==> src/rtl/vdp_palette_pkg.sv <==
// Shared types and constants for the VDP palette port writer.
//   phase_e      : byte phase of the palette data port (PH0/PH1/PH2)
//   LEGACY_*     : size of the 16-entry, 2-byte-per-entry palette
//   pal_entry_t  : one committed palette entry {index, r, g, b}; fields are
//                  sized for the widest legal parameters and are
//                  right-justified (upper bits zero) for narrower ones.
//   rep3_bit     : bit k (counted from the MSB) of a 3-bit value repeated
//                  end-to-end; used to widen legacy 3-bit colour components.
package vdp_palette_pkg;

    typedef enum logic [1:0] {
        PH0 = 2'd0,
        PH1 = 2'd1,
        PH2 = 2'd2
    } phase_e;

    localparam int unsigned LEGACY_ENTRIES = 16;
    localparam int unsigned LEGACY_INDEX_W = $clog2(LEGACY_ENTRIES);

    localparam int unsigned MAX_INDEX_W = 8;
    localparam int unsigned MAX_COMP_W  = 8;

    typedef struct packed {
        logic [MAX_INDEX_W-1:0] index;
        logic [MAX_COMP_W-1:0]  r;
        logic [MAX_COMP_W-1:0]  g;
        logic [MAX_COMP_W-1:0]  b;
    } pal_entry_t;

    // Repeating the 3-bit pattern v2 v1 v0 v2 v1 ... left-justifies the value
    // and fills the low bits with copies of its MSBs.
    function automatic logic rep3_bit(input logic [2:0] v, input int k);
        logic bit_val;
        case (k % 3)
            0:       bit_val = v[2];
            1:       bit_val = v[1];
            default: bit_val = v[0];
        endcase
        return bit_val;
    endfunction

endpackage

==> src/rtl/vdp_palette_if.sv <==
// Palette RAM write stream between the palette writer and the palette RAM.
//   pal_valid : entry available (writer -> RAM)
//   pal_ready : RAM accepts the entry (RAM -> writer)
//   pal_addr  : entry index, INDEX_W bits
//   pal_r/g/b : colour components, COMP_W bits each
// An entry transfers on a clock edge where pal_valid && pal_ready.
interface vdp_palette_if #(
    parameter int COMP_W  = 5,
    parameter int INDEX_W = 8
);
    logic               pal_valid;
    logic               pal_ready;
    logic [INDEX_W-1:0] pal_addr;
    logic [COMP_W-1:0]  pal_r;
    logic [COMP_W-1:0]  pal_g;
    logic [COMP_W-1:0]  pal_b;

    modport master (
        output pal_valid, pal_addr, pal_r, pal_g, pal_b,
        input  pal_ready
    );

    modport slave (
        input  pal_valid, pal_addr, pal_r, pal_g, pal_b,
        output pal_ready
    );
endinterface

==> src/rtl/vdp_palette_fifo.sv <==
// Two-entry FIFO that decouples palette commits from the palette RAM.
//   clk, reset_n : clock, synchronous active-low reset
//   push, din    : write an entry (ignored while full unless the head leaves
//                  in the same cycle)
//   pop_ready    : consumer accepts the head this cycle if valid
//   valid, dout  : head entry
//   full         : both slots occupied
module vdp_palette_fifo #(
    parameter int WIDTH = 32
) (
    input  logic             clk,
    input  logic             reset_n,
    input  logic             push,
    input  logic [WIDTH-1:0] din,
    input  logic             pop_ready,
    output logic             valid,
    output logic             full,
    output logic [WIDTH-1:0] dout
);

    logic [WIDTH-1:0] mem [2];
    logic             rd_ptr;
    logic             wr_ptr;
    logic [1:0]       count;
    logic             pop;
    logic             push_ok;

    assign valid   = (count != 2'd0);
    assign full    = (count == 2'd2);
    assign pop     = valid && pop_ready;
    // A full FIFO still takes a new entry when its head leaves this cycle;
    // the new entry lands in the slot being vacated.
    assign push_ok = push && (!full || pop);
    assign dout    = mem[rd_ptr];

    always_ff @(posedge clk) begin
        // NOTE: sequential state is updated with non-blocking assignments so
        // every register samples the pre-edge values of its inputs.
        if (!reset_n) begin
            rd_ptr <= 1'b0;
            wr_ptr <= 1'b0;
            count  <= 2'd0;
            // NOTE: the storage is only two words and the head is visible on
            // the outputs, so it is cleared to make the outputs read zero.
            for (int i = 0; i < 2; i++) begin
                mem[i] <= '0;
            end
        end else begin
            if (push_ok) begin
                mem[wr_ptr] <= din;
                wr_ptr      <= ~wr_ptr;
            end
            if (pop) begin
                rd_ptr <= ~rd_ptr;
            end
            case ({push_ok, pop})
                2'b10:   count <= count + 2'd1;
                2'b01:   count <= count - 2'd1;
                default: count <= count;
            endcase
        end
    end

endmodule

==> src/rtl/vdp_palette_writer.sv <==
// VDP palette port writer: assembles palette entries from the byte-wide
// palette data port and streams them to the palette RAM.
//   clk, reset_n   : clock, synchronous active-low reset
//   palette_mode   : 0 = 16-entry 2-byte entries, 1 = full 3-byte entries
//   index_set      : strobe, load index from index_data and restart the entry
//   index_data     : new palette index (low INDEX_W bits used)
//   wr_en, wdata   : strobe + palette data byte
//   overflow       : sticky, an entry was dropped because the FIFO was full;
//                    cleared by index_set or reset
//   pal            : palette RAM write stream (master side)
module vdp_palette_writer
    import vdp_palette_pkg::*;
#(
    parameter int COMP_W  = 5,
    parameter int INDEX_W = 8
) (
    input  logic                clk,
    input  logic                reset_n,
    input  logic                palette_mode,
    input  logic                index_set,
    input  logic [7:0]          index_data,
    input  logic                wr_en,
    input  logic [7:0]          wdata,
    output logic                overflow,
    vdp_palette_if.master       pal
);

    // Widen a 3-bit legacy component to COMP_W bits.
    function automatic logic [COMP_W-1:0] expand3(input logic [2:0] v);
        logic [COMP_W-1:0] res;
        for (int i = 0; i < COMP_W; i++) begin
            res[i] = rep3_bit(v, COMP_W - 1 - i);
        end
        return res;
    endfunction

    // Full-mode component: the top COMP_W bits of the data byte.
    function automatic logic [COMP_W-1:0] top_bits(input logic [7:0] d);
        return d[7 -: COMP_W];
    endfunction

    phase_e                      phase_q, phase_d;
    logic [INDEX_W-1:0]          index_q, index_d;
    logic [COMP_W-1:0]           r_q, r_d;
    logic [COMP_W-1:0]           g_q, g_d;
    logic [COMP_W-1:0]           b_q, b_d;
    logic                        overflow_q, overflow_d;
    logic                        mode_q;

    logic                        mode_changed;
    phase_e                      eff_phase;
    logic                        commit;
    pal_entry_t                  commit_entry;
    logic [INDEX_W-1:0]          commit_addr;
    logic [INDEX_W-1:0]          next_index;
    logic [LEGACY_INDEX_W-1:0]   legacy_next;

    logic                        fifo_valid;
    logic                        fifo_full;
    pal_entry_t                  head;
    logic                        xfer;

    assign xfer = fifo_valid && pal.pal_ready;

    // Legacy mode addresses only the low 16 entries and wraps within them.
    assign legacy_next = index_q[LEGACY_INDEX_W-1:0] + LEGACY_INDEX_W'(1);
    assign commit_addr = palette_mode ? index_q
                                      : INDEX_W'(index_q[LEGACY_INDEX_W-1:0]);
    assign next_index  = palette_mode ? index_q + INDEX_W'(1)
                                      : INDEX_W'(legacy_next);

    // A mode switch restarts the entry; a byte arriving in the same cycle is
    // taken as the first byte of the new mode.
    assign mode_changed = (palette_mode != mode_q);
    assign eff_phase    = mode_changed ? PH0 : phase_q;

    always_comb begin
        // NOTE: every output of this block gets a default first, so no path
        // leaves a variable unassigned and no latch is inferred.
        phase_d      = mode_changed ? PH0 : phase_q;
        index_d      = index_q;
        r_d          = r_q;
        g_d          = g_q;
        b_d          = b_q;
        overflow_d   = overflow_q;
        commit       = 1'b0;
        commit_entry = '0;

        if (index_set) begin
            // index_set wins over a simultaneous data byte.
            index_d    = index_data[INDEX_W-1:0];
            phase_d    = PH0;
            overflow_d = 1'b0;
        end else if (wr_en) begin
            if (!palette_mode) begin
                case (eff_phase)
                    PH0: begin
                        r_d     = expand3(wdata[6:4]);
                        b_d     = expand3(wdata[2:0]);
                        phase_d = PH1;
                    end
                    default: begin
                        commit  = 1'b1;
                        phase_d = PH0;
                    end
                endcase
            end else begin
                case (eff_phase)
                    PH0: begin
                        r_d     = top_bits(wdata);
                        phase_d = PH1;
                    end
                    PH1: begin
                        g_d     = top_bits(wdata);
                        phase_d = PH2;
                    end
                    default: begin
                        commit  = 1'b1;
                        phase_d = PH0;
                    end
                endcase
            end

            if (commit) begin
                commit_entry.index[INDEX_W-1:0] = commit_addr;
                commit_entry.r[COMP_W-1:0]      = r_q;
                commit_entry.g[COMP_W-1:0]      = palette_mode ? g_q : expand3(wdata[2:0]);
                commit_entry.b[COMP_W-1:0]      = palette_mode ? top_bits(wdata) : b_q;
                index_d                         = next_index;
                if (fifo_full && !xfer) begin
                    overflow_d = 1'b1;
                end
            end
        end
    end

    always_ff @(posedge clk) begin
        if (!reset_n) begin
            phase_q    <= PH0;
            index_q    <= '0;
            r_q        <= '0;
            g_q        <= '0;
            b_q        <= '0;
            overflow_q <= 1'b0;
            mode_q     <= palette_mode;
        end else begin
            phase_q    <= phase_d;
            index_q    <= index_d;
            r_q        <= r_d;
            g_q        <= g_d;
            b_q        <= b_d;
            overflow_q <= overflow_d;
            mode_q     <= palette_mode;
        end
    end

    vdp_palette_fifo #(
        .WIDTH ($bits(pal_entry_t))
    ) u_fifo (
        .clk       (clk),
        .reset_n   (reset_n),
        .push      (commit),
        .din       (commit_entry),
        .pop_ready (pal.pal_ready),
        .valid     (fifo_valid),
        .full      (fifo_full),
        .dout      (head)
    );

    assign pal.pal_valid = fifo_valid;
    assign pal.pal_addr  = head.index[INDEX_W-1:0];
    assign pal.pal_r     = head.r[COMP_W-1:0];
    assign pal.pal_g     = head.g[COMP_W-1:0];
    assign pal.pal_b     = head.b[COMP_W-1:0];
    assign overflow      = overflow_q;

    // Entry fields are sized for the widest parameters; the upper bits are
    // always zero here.
    logic unused_head_bits;
    assign unused_head_bits = ^head;

endmodule

==> src/flat_wrapper.sv <==
// flat-port wrapper written by rule: the top's interface ports become plain ports
module vdp_palette_writer_flat import vdp_palette_pkg::*;
#(
    parameter int COMP_W  = 5,
    parameter int INDEX_W = 8
)
  (clk, reset_n, palette_mode, index_set, index_data, wr_en, wdata, overflow, pal_pal_valid, pal_pal_addr, pal_pal_r, pal_pal_g, pal_pal_b, pal_pal_ready);
  vdp_palette_if #(.COMP_W(COMP_W), .INDEX_W(INDEX_W)) pal_i ();
  input  logic clk;
  input  logic reset_n;
  input  logic palette_mode;
  input  logic index_set;
  input  logic [7:0] index_data;
  input  logic wr_en;
  input  logic [7:0] wdata;
  output logic overflow;
  output wire logic [$bits(pal_i.pal_valid)-1:0] pal_pal_valid;
  output wire logic [$bits(pal_i.pal_addr)-1:0] pal_pal_addr;
  output wire logic [$bits(pal_i.pal_r)-1:0] pal_pal_r;
  output wire logic [$bits(pal_i.pal_g)-1:0] pal_pal_g;
  output wire logic [$bits(pal_i.pal_b)-1:0] pal_pal_b;
  input wire logic [$bits(pal_i.pal_ready)-1:0] pal_pal_ready;
  assign pal_pal_valid = pal_i.pal_valid;
  assign pal_pal_addr = pal_i.pal_addr;
  assign pal_pal_r = pal_i.pal_r;
  assign pal_pal_g = pal_i.pal_g;
  assign pal_pal_b = pal_i.pal_b;
  assign pal_i.pal_ready = pal_pal_ready;
  vdp_palette_writer #(.COMP_W(COMP_W), .INDEX_W(INDEX_W)) u_core (.clk(clk), .reset_n(reset_n), .palette_mode(palette_mode), .index_set(index_set), .index_data(index_data), .wr_en(wr_en), .wdata(wdata), .overflow(overflow), .pal(pal_i));
endmodule
==> config.mk <==
export PLATFORM = sky130hd
export DESIGN_NAME = vdp_palette_writer_flat
export DESIGN_NICKNAME = d
export VERILOG_FILES = /design/src/rtl/vdp_palette_pkg.sv /design/src/rtl/vdp_palette_if.sv /design/src/rtl/vdp_palette_fifo.sv /design/src/rtl/vdp_palette_writer.sv /design/src/flat_wrapper.sv
export SDC_FILE = /design/constraint.sdc
export NUM_CORES = 1
export LEC_CHECK = 0
export BUFFER_PORTS_ARGS = -buffer_cell sky130_fd_sc_hd__buf_2
export CAP_MARGIN = 20
export CORE_ASPECT_RATIO = 1.2
export CORE_MARGIN = 2
export CORE_UTILIZATION = 53
export DETAILED_ROUTE_END_ITERATION = 12
export GPL_TIMING_DRIVEN = 0
export PLACE_DENSITY = 0.85
export SLEW_MARGIN = 10
export SYNTH_ARGS = -nofsm -noshare
export SYNTH_HDL_FRONTEND = slang
export SYNTH_SLANG_ARGS = --single-unit
==> constraint.sdc <==
create_clock -name clk -period 5.7 [get_ports clk]
set_clock_uncertainty 0.05 [all_clocks]
set_input_delay 1.14 -clock clk [delete_from_list [all_inputs] [get_ports clk]]
set_output_delay 1.14 -clock clk [all_outputs]
set_load 0.005 [all_outputs]
# == Word-level counts from Yosys, hierarchy flattened ==
# Memory sizes are Yosys's and may differ from the RTL's. A register that Yosys moved wholly into a read port is not among the register bits.
# Index checks and enable logic that the tools add are counted.
# word_totals
register_bits,31
mem_bits_rw,46
inputBits,22
out_inout_bits,25
n_memories,1
# memory_table
name,words,word_bits,read_ports,rd_ports_with_merged_regs,write_ports,line,source
u_core.u_fifo.mem,2,23,1,1,2,vdp_palette_fifo.sv:21,logic [WIDTH-1:0] mem [2];
# classes
addsub,4
n_eq_ne,5
muxes,44
bitwise,5
n_reduce_logical,19
# op_table
op,count
$mux W5,14
$mux W8,8
$mux W23,1
$reduce_or A23 Y1,1
$mux W1,16
$add A8 B1 Y8 const B,1
$pmux W2 S2,2
$reduce_and A4 Y1,2
$reduce_bool A2 Y1,4
$mux W2,3
$reduce_and A3 Y1,2
$not A1 Y1,5
$add A4 B1 Y4 const B,1
$eq A2 B1 Y1 const B,2
$eq A2 B2 Y1 const B,2
$reduce_or A2 Y1,2
$logic_and A1 B1 Y1,3
$add A2 B1 Y2 const B,1
$logic_not A1 Y1,2
$logic_not A2 Y1,1
$reduce_and A2 Y1,1
$sub A2 B1 Y2 const B,1
$logic_or A1 B1 Y1,1
$ne A1 B1 Y1,1

# == Longest topological paths before layout ==
# Gate-level depths: netlist of run 1.
# logic_depth
ltp_word,16
depth_mapped,8

# == By module ==
# From an unflattened synthesis of run 1, not the netlist that was laid out.
# unflattened
hier_cells,383
area_unflattened_um2,4529.3
# modules_own_cells
module,n_inst,cells_each,area_each_um2,seq_area_each_um2
vdp_palette_fifo,1,201,3093.0,2021.9
vdp_palette_writer,1,182,1436.4,500.5

# == Least setup slack after synthesis of run 1 ==
# Ideal clock, no wire load.
# synth_timing
path_type,input-to-reg
startpoint,input port palette_mode
endpoint,memory u_core.u_fifo.mem[0][0] (netlist bit) (enable)
setup_time_ns,0.435
t_arrival_ns,3.416
required_ns,5.215
slack_ns,1.799
stages,5
cell_sequence,buf_2 > nor2_2 > a21o_1 > nand3_1 > o21ai_0
# synth_rtl
element,line,source
start: declaration,flat_wrapper.sv:11,input logic palette_mode;
end: declaration,vdp_palette_fifo.sv:21,

==> impl_metrics.env, run 1 <==
export IMPL_fin_tns_setup_ns=0
export IMPL_reg2reg_from="u_core.mode_q$_DFF_P_"
export IMPL_critPathKind="input pin to flop"
export IMPL_synth_fp_nets=338
export IMPL_leakage_nw=1.48
export IMPL_syn_cell_area_um2=3480
export IMPL_overflow=0
export IMPL_synth_distinct_cells=48
export IMPL_nNetsFinal=394
export IMPL_grt_use_total_pct=20.6
export IMPL_drive_gt1_share_pct=26.2
export IMPL_hp_class="flop to flop"
export IMPL_layout_core_utilization_pct=62.1
export IMPL_max_freq_ghz=0.303
export IMPL_diodes=0
export IMPL_path_max_fanout=23
export IMPL_dp_hpwl_mm=5.03
export IMPL_whs_path_depth=2
export IMPL_cts_sinks=76
export IMPL_clk_latency_ns=0.35
export IMPL_yosysTopAreaCell="edfxtp_1"
export IMPL_grt_setup_unrepaired="no"
export IMPL_crit_chain="buf_2 -> buf_2 -> nor2_2 -> a21oi_2 -> or3_1 -> buf_2 -> nand2_1"
export IMPL_ios=47
export IMPL_syn_inst=314
export IMPL_area_growth_pct=14.5
export IMPL_cp_common_cell="buf_2"
export IMPL_r2r_slack_ns=3.03
export IMPL_worst_path_largest_cell_delay_ns=0.75
export IMPL_slew_headroom_pct=33.4
export IMPL_wl_per_cell_um=15.5
export IMPL_worstPathArrival_ns=3.22
export IMPL_grt_first_pass_wirelength_mm=11.5
export IMPL_ir_drop_mv=0.157
export IMPL_clk_pin_slew_ns=0.07
export IMPL_grt_pass1_vias=2521
export IMPL_outcome="completed"
export IMPL_place_congestion=0.880
export IMPL_finalSetupViolCount=0
export IMPL_first_pass_iters=4
export IMPL_cts_path_max_buffers=2
export IMPL_slew_violations=0
export IMPL_die_h_um=92.7
export IMPL_ant_nets=0
export IMPL_postCtsSetupBuffers=0
export IMPL_cts_root_buf="clkbuf_8"
export IMPL_fp_row_count=32
export IMPL_synth_avg_cell_area_um2=11.1
export IMPL_hold_violations=0
export IMPL_yosysSeqAreaShare_pct=57.0
export IMPL_min_period_ns=3.30
export IMPL_tritoncts="done"
export IMPL_fin_hold_ws_ns=0.431
export IMPL_via_per_inst=5.54
export IMPL_port_buffers=44
export IMPL_drt_iter0_markers=167
export IMPL_wl_mm=7.12
export IMPL_maxCapViolations=0
export IMPL_regToRegEndpoint="u_core.u_fifo.mem[1][0]$_SDFFCE_PN0P_"
export IMPL_ys_seq_elements=76
export IMPL_cts_resized_gates=0
export IMPL_critPathLaunchType="input pin"
export IMPL_cts_hold_buf=0
export IMPL_dieArea_um2=7220
export IMPL_tightest_slew_ns=0.996
export IMPL_drc=0
export IMPL_core_area_um2=6410
export IMPL_p_per_area_nw_per_um2=260
export IMPL_synth_top_cell_area_share_pct=39.7
export IMPL_routed_via_count=2542
export IMPL_hold_end="u_core.b_q[1]$_SDFFE_PN0P_"
export IMPL_grt_max_degree=24
export IMPL_cpMaxStageDelayCell="nand2_1"
export IMPL_cp_end_kind="flop"
export IMPL_yosys_top_cells_area="edfxtp_1 (40%), dfxtp_1 (17%), mux2_2 (7.5%)"
export IMPL_cts_made_buffers=9
export IMPL_die_width_um=77.9
export IMPL_finalCritPeriodShare_pct=57.9
export IMPL_reg2reg_depth=5
export IMPL_antenna_found_initial=0
export IMPL_initial_core_util_pct=54.3
export IMPL_htreeDepth=3
export IMPL_hold_start="u_core.b_q[1]$_SDFFE_PN0P_"
export IMPL_cp_required_ns=5.62
export IMPL_synth_warnings=0
## kinds of logic (layout without fill, tap and decap cells)
family | count (synthesis) | after routing | share of synthesized area [%]
and+or+nand+nor | 122 | 122 | 18.3
DFF | 76 | 76 | 57.0
AOI/OAI and AO/OA | 56 | 56 | 9.97
muxes | 32 | 32 | 10.0
buffers and inverters | 21 | 81 | 2.70
xor gates and xnor gates | 5 | 5 | 1.26
adders and majority gates | 2 | 2 | 0.720
## sequential cells by signal, indices dropped and copies added, names as in the netlist, 2 cells and up, named ones only
name / cells
u_core.index_q: 8
u_core.b_q: 3
u_core.phase_q: 2
u_core.u_fifo.mem: 46
u_core.u_fifo.count: 2
u_core.g_q: 5
u_core.r_q: 5
## report_power, final
| part | total (W) | switching (W) | internal, W |
|---|---|---|---|
| Clock | 0.000344 | 0.000191 | 0.000153 |
| Sequential | 0.000612 | 0.0000119 | 0.000600 |
| Combinational | 0.0000798 | 0.0000479 | 0.0000319 |
| Total | 0.00104 | 0.000251 | 0.000785 |
## worst max-delay path by stage
stage                            start                                     end  slack (ns)  cells after the start
after floorplan           palette_mode   u_core.u_fifo.mem[0][0]$_SDFFCE_PN0P_        1.80                      5
after global routing      palette_mode   u_core.u_fifo.mem[1][0]$_SDFFCE_PN0P_        2.25                      7
final                     palette_mode   u_core.u_fifo.mem[1][0]$_SDFFCE_PN0P_        2.40                      7
after detailed placement  palette_mode  u_core.u_fifo.mem[1][18]$_SDFFCE_PN0P_        1.99                      7
after global placement    palette_mode  u_core.u_fifo.mem[0][15]$_SDFFCE_PN0P_        0.74                      6
after CTS                 palette_mode   u_core.u_fifo.mem[1][3]$_SDFFCE_PN0P_        2.36                      7
## cells in the mapped netlist, drive strengths merged
cell type	n
nand4b	1
a31oi	5
nor4	4
nand2b	1
a21o	1
xnor2	4
nor2	41
nor3b	2
or3	5
nand2	15
a211oi	6
inv	4
nand4	2
a211o	1
o31ai	1
or4	2
mux2i	9
nor2b	8
buf	11
o2111ai	1
nor3	4
clkbuf	4
dfxtp	30
o211a	1
o31a	1
clkinv	2
o41a	1
and2	23
mux2	23
xor2	1
nand3	10
edfxtp	46
o211ai	1
a21oi	19
ha	2
o311ai	2
or2	2
or3b	1
and3	1
o21ai	16
## area by class of cell
class	instances	area (um^2)
repair buffers	45	235
plain buffers	15	71.3
fillers	517	2430
multi-input cells	217	1400
inverters	6	22.5
clock inverters	5	30.0
clock buffers	10	128
well taps	85	106
flip-flops and latches	76	1980
## layer usage
metal  vias up  global-route usage (%)  routed length (um)
li1       1249                       -                   -
met1      1211                    24.5                2970
met2        67                    35.6                3700
met3        15                    5.36                 257
met4         0                    8.19                 187
met5         -                       0                   0
## cells in the final DEF (no fill, tap or decap), types with 2 or more instances in the layout
master      count
a211oi_1        6
a21oi_1        17
a21oi_2         2
a31oi_1         5
and2_1         23
buf_1           4
buf_2          50
clkbuf_1        5
clkbuf_8        9
clkinv_1        2
clkinv_2        3
clkinvlp_4      2
dfxtp_1        30
edfxtp_1       46
ha_1            2
inv_1           4
mux2_2         23
mux2i_1         9
nand2_1        15
nand3_1        10
nand4_1         2
nor2_1         39
nor2_2          2
nor2b_1         8
nor3_1          3
nor3b_1         2
nor4_1          3
o21ai_0        15
o311ai_0        2
or3_1           5
xnor2_1         4
## worst max-delay path, delay by kind of cell
kind | cells | cell delay, ns
simple gates | 3 | 1.40
buf+inv | 3 | 0.51
compound gates | 1 | 0.14
## stage by stage
step	instances	instance area [um^2]	worst slack [ns]	power (W)
floorplan	314	3480	1.80	0.000671
global placement	443	3800	0.736	0.000699
detailed placement	444	3820	1.99	0.000703
CTS	459	3980	2.36	0.00104
global route	459	3980	2.25	0.00107
finish	459	3980	2.40	0.00104
No activity file was read; power rests on OpenSTA's default activity.
==> inputs of run 2 (changes only) <==
--- a/config.mk
+++ b/config.mk
@@ -9,10 +9,10 @@
 export CAP_MARGIN = 20
 export CORE_ASPECT_RATIO = 1.2
 export CORE_MARGIN = 2
-export CORE_UTILIZATION = 53
+export CORE_UTILIZATION = 51
 export DETAILED_ROUTE_END_ITERATION = 12
 export GPL_TIMING_DRIVEN = 0
-export PLACE_DENSITY = 0.85
+export PLACE_DENSITY = 0.86
 export SLEW_MARGIN = 10
 export SYNTH_ARGS = -nofsm -noshare
 export SYNTH_HDL_FRONTEND = slang
==> constraint.sdc (replaced) <==
create_clock -name clk -period 2.85 [get_ports clk]
set_clock_uncertainty 0.05 [all_clocks]
set_input_delay 0.57 -clock clk [delete_from_list [all_inputs] [get_ports clk]]
set_output_delay 0.57 -clock clk [all_outputs]
set_load 0.005 [all_outputs]
==> run 2 against run 1 <==
Compared with the run above:
- via count increased by 1.5%
- design area increased by 1.5%
- routed wire length increased by 2.6%
- global-route usage increased by 0.55 points
- critical endpoint is now u_core.u_fifo.mem[1][11]$_SDFFCE_PN0P_
- largest cell class unchanged
- highest routed layer unchanged
==> impl_metrics.env, run 2 (same netlist as run 1, synthesis figures left out) <==
export IMPL_path_max_fanout=23
export IMPL_finalCritPeriodShare_pct=95.3
export IMPL_wl_per_cell_um=15.9
export IMPL_cts_path_max_buffers=2
export IMPL_critPathLaunchType="input pin"
export IMPL_worst_slack_ns=0.133
export IMPL_min_period_ns=2.72
export IMPL_crit_chain="buf_2 -> buf_2 -> nor2_2 -> a21oi_2 -> or3_1 -> buf_2 -> nand2_1"
export IMPL_clk_pin_slew_ns=0.07
export IMPL_cts_hold_buf=0
export IMPL_cpMaxStageDelayCell="nand2_1"
export IMPL_place_congestion=0.840
export IMPL_postCtsSetupBuffers=0
export IMPL_worstPathArrival_ns=2.64
export IMPL_cp_required_ns=2.77
export IMPL_cp_common_cell="buf_2"
export IMPL_worst_path_largest_cell_delay_ns=0.77
export IMPL_initial_core_util_pct=53.3
export IMPL_die_width_um=79.4
export IMPL_p_per_area_nw_per_um2=563
export IMPL_area_growth_pct=16.2
export IMPL_antenna_found_initial=0
export IMPL_critPathKind="input pin to flop"
export IMPL_cts_sinks=76
export IMPL_setup_worst_path_start="palette_mode"
export IMPL_layout_core_utilization_pct=61.9
export IMPL_diodes=0
export IMPL_power_w=0.00227
export IMPL_core_area_um2=6530
export IMPL_largest_reg_flops=46
export IMPL_slew_headroom_pct=32.3
export IMPL_maxCapViolations=0
export IMPL_cts_resized_gates=0
export IMPL_wl_mm=7.30
export IMPL_nNetsFinal=394
export IMPL_dp_slack_ns=-0.266
export IMPL_port_buffers=44
export IMPL_slew_violations=0
export IMPL_routed_via_count=2581
export IMPL_drive_gt1_share_pct=26.1
export IMPL_finalSetupViolCount=0
export IMPL_die_h_um=94.4
export IMPL_grt_use_total_pct=21.2
export IMPL_ir_drop_mv=0.260
export IMPL_tritoncts="done"
export IMPL_outcome="completed"
export IMPL_dieArea_um2=7490
export IMPL_final_area_um2=4040
export IMPL_overflow=0
export IMPL_ios=47
export IMPL_fp_row_count=32
export IMPL_grt_first_pass_wirelength_mm=11.9
export IMPL_layout_commonest_cell="buf_2"
export IMPL_leakage_nw=1.51
export IMPL_via_per_inst=5.61
export IMPL_cts_root_buf="clkbuf_8"
export IMPL_hp_class="input pin to flop"
export IMPL_drt_iter0_markers=204
export IMPL_grt_max_degree=24
export IMPL_tightest_slew_ns=1.01
export IMPL_ant_nets=0
export IMPL_reg2reg_from="u_core.mode_q$_DFF_P_"
export IMPL_top_regs="u_core.u_fifo.mem: 46 flops, u_core.index_q: 8 flops"
export IMPL_filler_cell_count=515
export IMPL_clk_latency_ns=0.35
export IMPL_placed_area_um2=3820
export IMPL_htreeDepth=3
export IMPL_hold_start="palette_mode"
export IMPL_drc=0
export IMPL_dp_hpwl_mm=5.17
export IMPL_cts_made_buffers=9
export IMPL_fin_tns_setup_ns=0
export IMPL_first_pass_iters=5
export IMPL_mostFrequentLayoutCells="buf_2 (50), edfxtp_1 (46), nor2_1 (39)"
export IMPL_hold_violations=0
export IMPL_grt_setup_unrepaired="no"
export IMPL_max_freq_ghz=0.368
export IMPL_grt_pass1_vias=2494
export IMPL_top_register="u_core.u_fifo.mem"
export IMPL_cp_end_kind="flop"
[run 2: layout make-up]
type | count | area (um^2) | share of cell area, %
Multi-Input combinational cell | 217 | 1400 | 34.8
Inverter | 6 | 22.5 | 0.558
Timing Repair Buffer | 45 | 235 | 5.83
Clock inverter | 6 | 88.8 | 2.20
Clock buffer | 10 | 128 | 3.16
Sequential cell | 76 | 1980 | 49.1
Buffer | 15 | 71.3 | 1.77
Tap cell | 85 | 106 | 2.63
[run 2: metal layers]
metal,part of all wire [%],up-vias,GRT usage [%]
met2,52,84,36.5
met3,5.1,17,5.74
met1,40,1234,24.0
li1,-,1246,-
met4,2.3,0,11.1
met5,0,-,0
[run 2: path summary, 6_finish.rpt]
check                                                end  slack [ns]  depth (start not counted)
setup / recovery  u_core.u_fifo.mem[1][11]$_SDFFCE_PN0P_        0.13                          7
hold / removal                     u_core.mode_q$_DFF_P_        0.30                          1
setup reg to reg  u_core.u_fifo.mem[1][11]$_SDFFCE_PN0P_        0.20                          5
hold reg to reg               u_core.b_q[3]$_SDFFE_PN0P_        0.42                          2
[run 2: critical path, delay by kind of cell]
family	cells	cell delay (ns)
and+or+nand+nor	3	1.41
AOI/OAI and AO/OA	1	0.14
buffers and inverters	3	0.51
[run 2: stage by stage]
stage,cells,hold WS [ns]
floorplan,314,0.386
global placement,443,0.395
detailed placement,444,0.404
CTS,460,0.283
global route,460,0.285
finish,460,0.297
[run 2: where the power goes]
group          internal [W]  leakage, nW  switching [W]
clock              0.000493        0.104       0.000396
sequential          0.00120        0.720      0.0000239
combinational     0.0000639        0.686      0.0000965
total               0.00176         1.51       0.000516
==> inputs of run 3 (changes only) <==
--- a/config.mk
+++ b/config.mk
@@ -7,7 +7,6 @@
 export LEC_CHECK = 0
 export BUFFER_PORTS_ARGS = -buffer_cell sky130_fd_sc_hd__buf_2
 export CAP_MARGIN = 20
-export CORE_ASPECT_RATIO = 1.2
 export CORE_MARGIN = 2
 export CORE_UTILIZATION = 51
 export DETAILED_ROUTE_END_ITERATION = 12
==> constraint.sdc (replaced) <==
create_clock -name clk -period 2.85 [get_ports clk]
set_clock_uncertainty 0.05 [all_clocks]
set_input_delay 0.7125 -clock clk [delete_from_list [all_inputs] [get_ports clk]]
set_output_delay 0.7125 -clock clk [all_outputs]
set_load 0.005 [all_outputs]
==> run 3 against run 2 <==
Compared with the run above:
- sequential cell count unchanged
- utilization shrank 1.0 points
- final cell count down 1.1%
- routed wire length grew 0.77%
- design area up 0.68%
- critical path type is now flop to primary output
- critical endpoint is now pal_pal_g[1]
- highest routed layer unchanged
==> impl_metrics.env, run 3 (same netlist as run 1, synthesis figures left out) <==
export IMPL_worst_path_largest_cell_delay_ns=0.51
export IMPL_cp_end_kind="primary output"
export IMPL_ant_nets=0
export IMPL_multiInputGateArea_um2=1410
export IMPL_cts_root_buf="clkbuf_8"
export IMPL_routed_via_count=2617
export IMPL_maxCapViolations=0
export IMPL_port_buffers=44
export IMPL_wl_per_cell_um=16.2
export IMPL_worst_slack_ns=0.203
export IMPL_finalCritPeriodShare_pct=92.9
export IMPL_drt_iter0_markers=169
export IMPL_met1_length_mm=2.93
export IMPL_tritoncts="done"
export IMPL_cp_required_ns=2.09
export IMPL_slew_violations=0
export IMPL_dp_slack_ns=-0.406
export IMPL_min_period_ns=2.65
export IMPL_via_per_inst=5.75
export IMPL_fin_tns_setup_ns=0
export IMPL_reg2reg_from="u_core.mode_q$_DFF_P_"
export IMPL_slew_headroom_pct=45.1
export IMPL_drc=0
export IMPL_place_congestion=0.853
export IMPL_grt_first_pass_wirelength_mm=12.1
export IMPL_outcome="completed"
export IMPL_core_area_um2=6680
export IMPL_overflow=0
export IMPL_antenna_found_initial=0
export IMPL_initial_core_util_pct=52.0
export IMPL_route_met2_wl_mm=3.73
export IMPL_grt_setup_unrepaired="no"
export IMPL_cts_sinks=76
export IMPL_largest_reg_flops=46
export IMPL_layout_commonest_cell="buf_2"
export IMPL_cts_made_buffers=9
export IMPL_grt_use_total_pct=20.9
export IMPL_ir_drop_mv=0.394
export IMPL_critPathKind="flop to primary output"
export IMPL_grt_pass1_vias=2538
export IMPL_grt_max_degree=24
export IMPL_finalSetupViolCount=0
export IMPL_clk_latency_ns=0.34
export IMPL_whs_path_depth=2
export IMPL_ios=47
export IMPL_final_cells=455
export IMPL_regToRegEndpoint="u_core.u_fifo.mem[1][13]$_SDFFCE_PN0P_"
export IMPL_leakage_nw=1.53
export IMPL_highest_layer="met4"
export IMPL_power_w=0.00237
export IMPL_clk_pin_slew_ns=0.08
export IMPL_r2r_slack_ns=0.45
export IMPL_crit_chain="clkbuf_1 -> mux2_2 -> buf_2"
export IMPL_area_growth_pct=17.0
export IMPL_dieArea_um2=7490
export IMPL_hp_class="flop to flop"
export IMPL_drive_gt1_share_pct=26.9
export IMPL_htreeDepth=3
export IMPL_fp_row_count=30
export IMPL_first_pass_iters=5
export IMPL_wl_mm=7.36
export IMPL_die_width_um=86.6
export IMPL_diodes=0
export IMPL_layout_core_utilization_pct=60.8
export IMPL_nNetsFinal=394
export IMPL_cts_hold_buf=0
export IMPL_reg2reg_depth=5
export IMPL_ff_latch_area_um2=1980
export IMPL_mostFrequentLayoutCells="buf_2 (50), edfxtp_1 (46), nor2_1 (39)"
export IMPL_critPathCapture="pal_pal_g[1]"
export IMPL_filler_cell_count=532
export IMPL_hold_violations=0
export IMPL_path_max_fanout=10
export IMPL_met3_wirelength_um=468
export IMPL_p_per_area_nw_per_um2=583
export IMPL_hold_start="u_core.b_q[3]$_SDFFE_PN0P_"
export IMPL_critPathLaunchType="flop"
export IMPL_die_h_um=86.6
export IMPL_max_freq_ghz=0.378
export IMPL_cpMaxStageDelayCell="dfxtp_1"
export IMPL_dp_cells=439
export IMPL_top_regs="u_core.u_fifo.mem: 46 flops, u_core.index_q: 8 flops"
export IMPL_top_register="u_core.u_fifo.mem"
export IMPL_cts_path_max_buffers=2
export IMPL_worstPathArrival_ns=1.88
export IMPL_dp_hpwl_mm=5.02
export IMPL_tightest_slew_ns=0.817
-- run 3: cell types whose count changed in the layout (fill, tap and decap cells not counted), sizes merged --
cell    previous run  this run
inv                4         5
clkbuf            14        13
clkinv             5         4
bufinv             2         3
-- run 3: what timing repair did --
action / 4_1_cts / 5_1_grt
buffers inserted: 0 / 0
endpoints found under the setup margin: 23 / 0
hold endpoints to repair: 0 / 0
gates resized for setup: 1 / 0
-- run 3: where the power goes --
group          total [W]  switching (W)  internal, W
Clock           0.000985       0.000398     0.000587
Combinational   0.000160      0.0000958    0.0000640
Sequential       0.00122      0.0000246      0.00120
-- run 3: per-stage QoR --
stage          hold WS, ns  instance area [um^2]
2_1_floorplan        0.386                  3480
3_3_place_gp         0.396                  3800
3_5_place_dp         0.412                  3810
4_1_cts              0.426                  4070
5_1_grt              0.435                  4070
6_report             0.427                  4070
-- run 3: final cells by class --
class                           instances  area share, %
Buffer                                 15           1.75
Clock buffer                            9           3.05
Clock inverter                          7           3.05
Sequential cell                        76           48.8
Tap cell                               80           2.46
Timing Repair Buffer                   45           5.79
Inverter                                6          0.554
Multi-Input combinational cell        217           34.6
-- run 3: worst min path at each step --
stage	endpoint	slack (ns)
6_report	u_core.b_q[3]$_SDFFE_PN0P_	0.43
5_1_grt	u_core.mode_q$_DFF_P_	0.44
3_5_place_dp	u_core.b_q[3]$_SDFFE_PN0P_	0.41
2_1_floorplan	u_core.b_q[1]$_SDFFE_PN0P_	0.39
4_1_cts	u_core.b_q[3]$_SDFFE_PN0P_	0.43
3_3_place_gp	u_core.b_q[1]$_SDFFE_PN0P_	0.40
-- run 3: routing by layer --
metal,up-vias,track usage (%)
met2,103,34.1
li1,1246,-
met4,0,10.2
met1,1247,26.0
met3,21,5.14
met5,-,0
-- run 3: worst max-delay path, delay by kind of cell (launching register included) --
kind / cells / cell delay (ns)
buffers and inverters: 2 / 0.62
flip-flops: 1 / 0.51
multiplexers: 1 / 0.41
